## config.mk

```make
export PLATFORM = sky130hd
export DESIGN_NAME = store_size_unit
export DESIGN_NICKNAME = d
export VERILOG_FILES = /design/src/rtl/store_size_unit.sv
export SDC_FILE = /design/constraint.sdc
export NUM_CORES = 1
export LEC_CHECK = 0
export ABC_AREA = 1
export BUFFER_PORTS_ARGS = -buffer_cell sky130_fd_sc_hd__buf_2
export CAP_MARGIN = 30
export CORE_MARGIN = 4
export CORE_UTILIZATION = 30
export DETAILED_ROUTE_END_ITERATION = 10
export HOLD_SLACK_MARGIN = 0.15
export PLACE_DENSITY = 0.53
export SLEW_MARGIN = 20
export SYNTH_ARGS = -nofsm -noshare
export SYNTH_HDL_FRONTEND = slang
export SYNTH_SLANG_ARGS = --single-unit
```

## constraint.sdc

```tcl
create_clock -name clk -period 2.9 [get_ports clk]
set_input_delay 0 -clock clk [delete_from_list [all_inputs] [get_ports clk]]
set_output_delay 0 -clock clk [all_outputs]
set_load 0.02 [all_outputs]
```

## src/rtl/store_size_unit.sv

```systemverilog
// Store path for SW/SH/SB into a word-wide data memory.
// Sub-word stores read the old word, merge the new lanes, then write the word back.
module store_size_unit #(
  parameter int MEM_RD_LAT = 1
) (
  input  logic        clk,
  input  logic        reset,
  input  logic        start,
  input  logic [1:0]  op,
  input  logic [31:0] addr,
  input  logic [31:0] wdata,
  input  logic [31:0] mem_rdata,
  output logic [31:0] mem_addr,
  output logic        mem_wr,
  output logic [31:0] mem_wdata,
  output logic        busy,
  output logic        done,
  output logic        err
);

  typedef enum logic [2:0] {
    IDLE,
    READ,
    WRITE,
    DONE,
    ERR
  } stateT;

  localparam logic [1:0] OP_SW = 2'b00;
  localparam logic [1:0] OP_SH = 2'b01;
  localparam logic [1:0] OP_SB = 2'b10;
  localparam logic [1:0] OP_RSV = 2'b11;
  localparam logic [2:0] CNT_LOAD = 3'(MEM_RD_LAT - 1);

  stateT       stateReg, stateNext;
  logic [1:0]  opReg, opNext;
  logic [31:0] addrReg, addrNext;
  // Only the low halfword is ever merged; SW takes its data straight from the input.
  logic [15:0] wdataReg, wdataNext;
  logic [2:0]  cntReg, cntNext;
  logic [31:0] memWdataReg, memWdataNext;
  logic        memWrReg, memWrNext;
  logic        busyReg, busyNext;
  logic        doneReg, doneNext;
  logic        errReg, errNext;

  logic        badReq;
  logic [31:0] mergedWord;

  // Reserved op, or the access does not fit its natural alignment.
  assign badReq = (op == OP_RSV) ||
                  ((op == OP_SW) && (addr[1:0] != 2'b00)) ||
                  ((op == OP_SH) && addr[0]);

  // Little-endian lane merge: each byte lane picks new data or the old memory byte.
  generate
    for (genvar gi = 0; gi < 4; gi++) begin : gLane
      localparam logic [1:0] LANE = 2'(gi);
      logic       laneHit;
      logic [7:0] laneData;

      assign laneHit  = (opReg == OP_SB) ? (addrReg[1:0] == LANE)
                                         : (addrReg[1] == LANE[1]);
      assign laneData = (opReg == OP_SB) ? wdataReg[7:0]
                                         : wdataReg[(gi % 2) * 8 +: 8];
      assign mergedWord[gi * 8 +: 8] = laneHit ? laneData : mem_rdata[gi * 8 +: 8];
    end
  endgenerate

  always_ff @(posedge clk or posedge reset) begin
    if (reset) begin
      stateReg    <= IDLE;
      opReg       <= 2'b00;
      addrReg     <= 32'h0;
      wdataReg    <= 16'h0;
      cntReg      <= 3'd0;
      memWdataReg <= 32'h0;
      memWrReg    <= 1'b0;
      busyReg     <= 1'b0;
      doneReg     <= 1'b0;
      errReg      <= 1'b0;
    end else begin
      stateReg    <= stateNext;
      opReg       <= opNext;
      addrReg     <= addrNext;
      wdataReg    <= wdataNext;
      cntReg      <= cntNext;
      memWdataReg <= memWdataNext;
      memWrReg    <= memWrNext;
      busyReg     <= busyNext;
      doneReg     <= doneNext;
      errReg      <= errNext;
    end
  end

  always_comb begin
    stateNext    = stateReg;
    opNext       = opReg;
    addrNext     = addrReg;
    wdataNext    = wdataReg;
    cntNext      = cntReg;
    memWdataNext = memWdataReg;
    memWrNext    = 1'b0;
    busyNext     = 1'b0;
    doneNext     = 1'b0;
    errNext      = 1'b0;

    unique case (stateReg)
      IDLE: begin
        if (start) begin
          opNext    = op;
          addrNext  = addr;
          wdataNext = wdata[15:0];
          if (badReq) begin
            stateNext = ERR;
          end else if (op == OP_SW) begin
            stateNext    = WRITE;
            memWdataNext = wdata;
          end else begin
            stateNext = READ;
            cntNext   = CNT_LOAD;
          end
        end
      end
      READ: begin
        // mem_rdata is valid on the final READ edge only.
        if (cntReg == 3'd0) begin
          memWdataNext = mergedWord;
          stateNext    = WRITE;
        end else begin
          cntNext = cntReg - 3'd1;
        end
      end
      WRITE:   stateNext = DONE;
      DONE:    stateNext = IDLE;
      ERR:     stateNext = IDLE;
      default: stateNext = IDLE;
    endcase

    // Outputs are registered from the upcoming state so they line up with it.
    memWrNext = (stateNext == WRITE);
    busyNext  = (stateNext != IDLE);
    doneNext  = (stateNext == DONE) || (stateNext == ERR);
    errNext   = (stateNext == ERR);
  end

  assign mem_addr  = {addrReg[31:2], 2'b00};
  assign mem_wr    = memWrReg;
  assign mem_wdata = memWdataReg;
  assign busy      = busyReg;
  assign done      = doneReg;
  assign err       = errReg;

endmodule

```

---- Word-level counts from Yosys, hierarchy flattened ----
Cells that the tools add are included.
W data, S select, Z words.
cells by class
  reduce and logical (&&, ||, !) cells .... 15
  bitwise gates (word level) .............. 1
  muxes and demuxes ....................... 24
  add/subtract/negate cells ............... 1
  eq/ne operators ......................... 17
operators with widths
  cell                   count
  $mux W32               4
  $pmux W32 S2           1
  $mux W8                5
  $mux W3                7
  $ne A2 B2 Y1 const B   6
  $reduce_and A5 Y1      2
  $eq A3 B2 Y1 const B   3
  $pmux W3 S3            1
  $eq A2 B2 Y1 const B   4
  $logic_not A3 Y1       2
  $pmux W3 S2            1
  $eq A2 B1 Y1 const B   2
  $logic_not A2 Y1       2
  $mux W1                4
  $reduce_bool A2 Y1     2
  $eq A3 B1 Y1 const B   1
  $eq A3 B3 Y1 const B   1
  $logic_or A1 B1 Y1     3
  $reduce_bool A3 Y1     1
  $sub A3 B1 Y3 const B  1
  $logic_and A1 B1 Y1    2
  $mux W2                1
  $reduce_and A2 Y1      1
  $not A1 Y1             1
word-level totals
  input bits .............................. 101
  output and inout port bits .............. 68
  register bits ........................... 92
  word-level logic and storage cells ...... 68

---- Longest topological paths before layout ----
  depth in word-level cells ............... 9
  depth in mapped cells ................... 12
  mapped depth without buffers ............ 11

---- Worst setup path after synthesis ----
OpenSTA, ideal clock, no wires.
  path type ............................... register to register
  start point ............................. register cntReg[0]
  end point ............................... register memWdataReg[29] (netlist: mem_wdata[29])
  buffers on the path ..................... 1
  period minus slack after synthesis ...... 1.462 ns
  cell stages (with the launch flop) ...... 13
  data arrival time ....................... 1.346 ns
  slack ................................... 1.438 ns
  library setup time ...................... 0.116 ns
  cells stage by stage .................... dfrtp_1 > inv_1 > ha_1 > inv_1 > nor2_1 > nor2_1 > nand2_2 > inv_2 > nor2_1 > nand2_2 > buf_6 > nand2_1 > nand2_1
on the way
  word-level cells in the longest chain between the ends .. 3
ends and longest elaborated chain
  what                         RTL line  source
  from (decl)                  40        logic [2:0] cntReg, cntNext;
  from (signal assigned)       87        cntReg <= cntNext;
  $logic_not A3 Y1             127       if (cntReg == 3'd0) begin
  $ne A2 B2 Y1 (no line)       n/a
  $reduce_and A5 Y1 (no line)  n/a
  to (signal assigned)         88        memWdataReg <= memWdataNext;
  to (decl)                    41        logic [31:0] memWdataReg, memWdataNext;
No other way between the ends.
A chain may end at the register's enable or synchronous reset.

---- Worst setup path after layout ----
  start point ............................. register stateReg[0]
  end point ............................... register memWdataReg[21] (netlist: mem_wdata[21])
on the way
  word-level cells in the longest chain between the ends .. 3
  elaborated cells between the ends (all ways) .. 9
ends and longest elaborated chain
  what                                                          RTL line  source
  from (decl)                                                   35        stateT stateReg, stateNext;
  from (signal assigned)                                        83        stateReg <= stateNext;
  $eq A3 B1 Y1 or $logic_not A3 Y1 (tied branches)              108       unique case (stateReg)
  $ne A2 B2 Y1 (no line) or $reduce_bool A2 Y1 (tied branches)  n/a
  $reduce_and A5 Y1 (no line)                                   n/a
Several ways; a longest one is shown, not always the timed one.

==> results.cfg <==
[worst_setup_path]
arrival_ns = 2.39
cp_top_family = buffers and inverters
critical_path_class = flop to flop
path_cells = inv_2, nor2_4, inv_1, buf_8, nand2_1, nand2_1, dlygate4sd3_1, nand2_1, nand2_1
required_ns = 3.19
cp-end-kind = flop
cp-start-kind = flop
cp_num_cells = 9
reg2reg_setup_slack_ns = 0.79
slowest_stage = dlygate4sd3_1
reg2reg_from = stateReg[0]
crit_path_max_fanout = 18
reg2reg_to = mem_wdata[21]
worst-path-buf-inv = 4
reg2regPathDepth = 9
cpMostUsedCell = nand2_1
cp_slowest_stage_delay_ns = 0.55

[global_routing]
antenna_found_initial = 0
grt_max_degree = 60
grt_pass1_vias = 5063
grt_pass1_wl_um = 24830
grt.overflow.total = 0
track_usage_pct = 17.18

[detailed_routing]
wl_per_cell_um = 13.61
viasPerCell = 4.277
vias = 4859
drtAntennaViolNets = 0
drc = 0
drt_wl_total_um = 15460
first_pass_iters = 4
drtIter0Drc = 200

[cells_and_area]
mostFrequentLayoutCell = nand2_1
final_cell_mix = nand2_1, buf_2, dlygate4sd3_1, dfrtp_1, inv_1
num_antenna_cells = 0
nets = 1018
fin_area_mm2 = 0.007029
syn_to_final_growth_pct = 43.39
drive_above_1_share_pct = 22.93
fillers = 1696

[cts]
root_buffer = clkbuf_16
cts_tree = done
cts.repair.resized = 0
htreeDepth = 3
clock_path_buffers = 2
clk_pin_slew_ns = 0.07
insertion_delay_ns = 0.35
cts_buffers = 9
cts_sinks = 92

[min_path]
min_to = mem_wdata[22]
hold_depth = 7
hp-start = mem_rdata[22]
hold_path_class = input port to flop

[floorplanning]
rows = 46
dieHeight_um = 135.8
core-area_mm2 = 0.01594
pin_count = 169
die_x_um = 135.8
start_util_pct = 30.75
die_area_mm2 = 0.01845

[placed_design]
postPlaceCellArea_mm2 = 0.005669
io_buffers = 166
post-dp-hpwl_um = 10710
place_congestion = 0.8717

[run]
max_cap_viol_count = 0

[status]
status = finished, final reports clean

[timing]
max_freq_ghz = 0.4745
finalHoldViolCount = 0
period_share_pct = 72.67
finalClockSkew_ns = 0.005346
rsz0062_at_grt = false
tightest_slew_ns = 0.6683
relSlewSlack_pct = 55.29
drv_slew = 0
period_needed_ns = 2.108
setup_violations = 0
setup_tns_ns = 0

[logic_synthesis]
yosysSeqAreaShare_pct = 46.96
synthMuxAreaShare_pct = 0
syn_inst = 688
ys_warn_count = 0
netlist_area_mm2 = 0.004902
synth_seq_cells = 92
synth_compound_area_share_pct = 2.757
synthSimpleGateAreaFrac_pct = 36.06
synth_top_family_by_area = simple AND/OR/NAND/NOR gates
syn_area_per_cell_um2 = 7.125
synth_fa_ha_area_share_pct = 0.5105
synth_cell_types = 23
synthXorXnorAreaFrac_pct = 0

[power]
leakagePower_nw = 4.050
vdd_drop_max_mv = 0.4526
powerDensity_mw_per_mm2 = 1015
worst reg2reg max path: cells and delay by family (launching register included):
family,cells,cell delay [ns]
buf+inv,4,1.34
flops,1,0.40
simple gates,5,0.32
report_power, final:
| group | internal [W] | total [W] | switching [W] |
|---|---|---|---|
| clock network | 0.000893 | 0.00141 | 0.000521 |
| logic | 0.00119 | 0.00354 | 0.00235 |
| registers | 0.00189 | 0.00219 | 0.000299 |
| total | 0.00397 | 0.00714 | 0.00317 |
synth_stat cells, drive strengths merged:
cell type,n,area (um2)
o21bai,1,7.510
inv,72,270.3
clkbuf,3,11.26
ha,2,25.02
a21oi,3,15.01
o21ai,21,105.1
nor2,18,92.59
conb,1,3.750
a21boi,1,7.510
buf,54,386.6
dfrtp,92,2302
nand3,55,280.3
nand2,365,1395
layout make-up:
type                            instances  area (um2)  area share [%]
Clock inverter                          5       106.4           1.513
Sequential cell                        92        2302           32.75
Multi-Input combinational cell        468        1941           27.61
Tap cell                              216       270.3           3.845
Inverter                               72       272.8           3.880
Timing Repair Buffer                  272        1884           26.81
Clock buffer                           11       252.7           3.596
flip-flops by register name, summed over array words and instances, names as in the netlist:
name       count
done           1
wdataReg      16
mem_wr         1
opReg          2
stateReg       3
cntReg         3
err            1
addrReg       32
mem_wdata     32
busy           1
worst max path at each step:
stage	to	startpoint
6_report	mem_wdata[21]	stateReg[0]
4_1_cts	mem_wdata[20]	stateReg[0]
3_5_place_dp	mem_wdata[14]	stateReg[1]
3_3_place_gp	mem_wdata[21]	stateReg[1]
5_1_grt	mem_wdata[18]	stateReg[0]
2_1_floorplan	addrReg[0]	reset
kinds of logic (layout without fill, tap and decap cells):
group / Yosys count / count (layout)
simple gates: 438 / 438
buf+inv: 129 / 360
flops: 92 / 92
compound gates: 26 / 26
fa+ha+maj: 2 / 2
other cells: 1 / 2
through the flow:
step / hold slack (ns) / instances / util (%) / setup WS, ns / total power (W)
2_1_floorplan: 0.1166 / 689 / - / 0.5080 / 0.004827
3_3_place_gp: 0.1408 / 1019 / 35.47 / 0.9199 / 0.005522
3_5_place_dp: 0.1419 / 1020 / 35.56 / 0.8462 / 0.005570
4_1_cts: 0.1609 / 1136 / 44.09 / 0.7622 / 0.007214
5_1_grt: 0.2405 / 1136 / 44.09 / 0.5942 / 0.007752
6_report: 0.1601 / 1136 / 44.09 / 0.7925 / 0.007137
routing by layer:
layer / vias to the layer above / global-route usage [%] / wire (um)
li1: 2496 / - / -
met1: 2199 / 21.61 / 6990
met2: 144 / 29.40 / 7219
met3: 20 / 3.812 / 942
met4: 0 / 5.487 / 307
met5: - / 0 / 0
what timing repair did:
item	4_1_cts	5_1_grt
setup buffers	0	0
endpoints found under the hold margin	134	0
hold buffers	100	0
No activity file was read; power rests on OpenSTA's default activity.
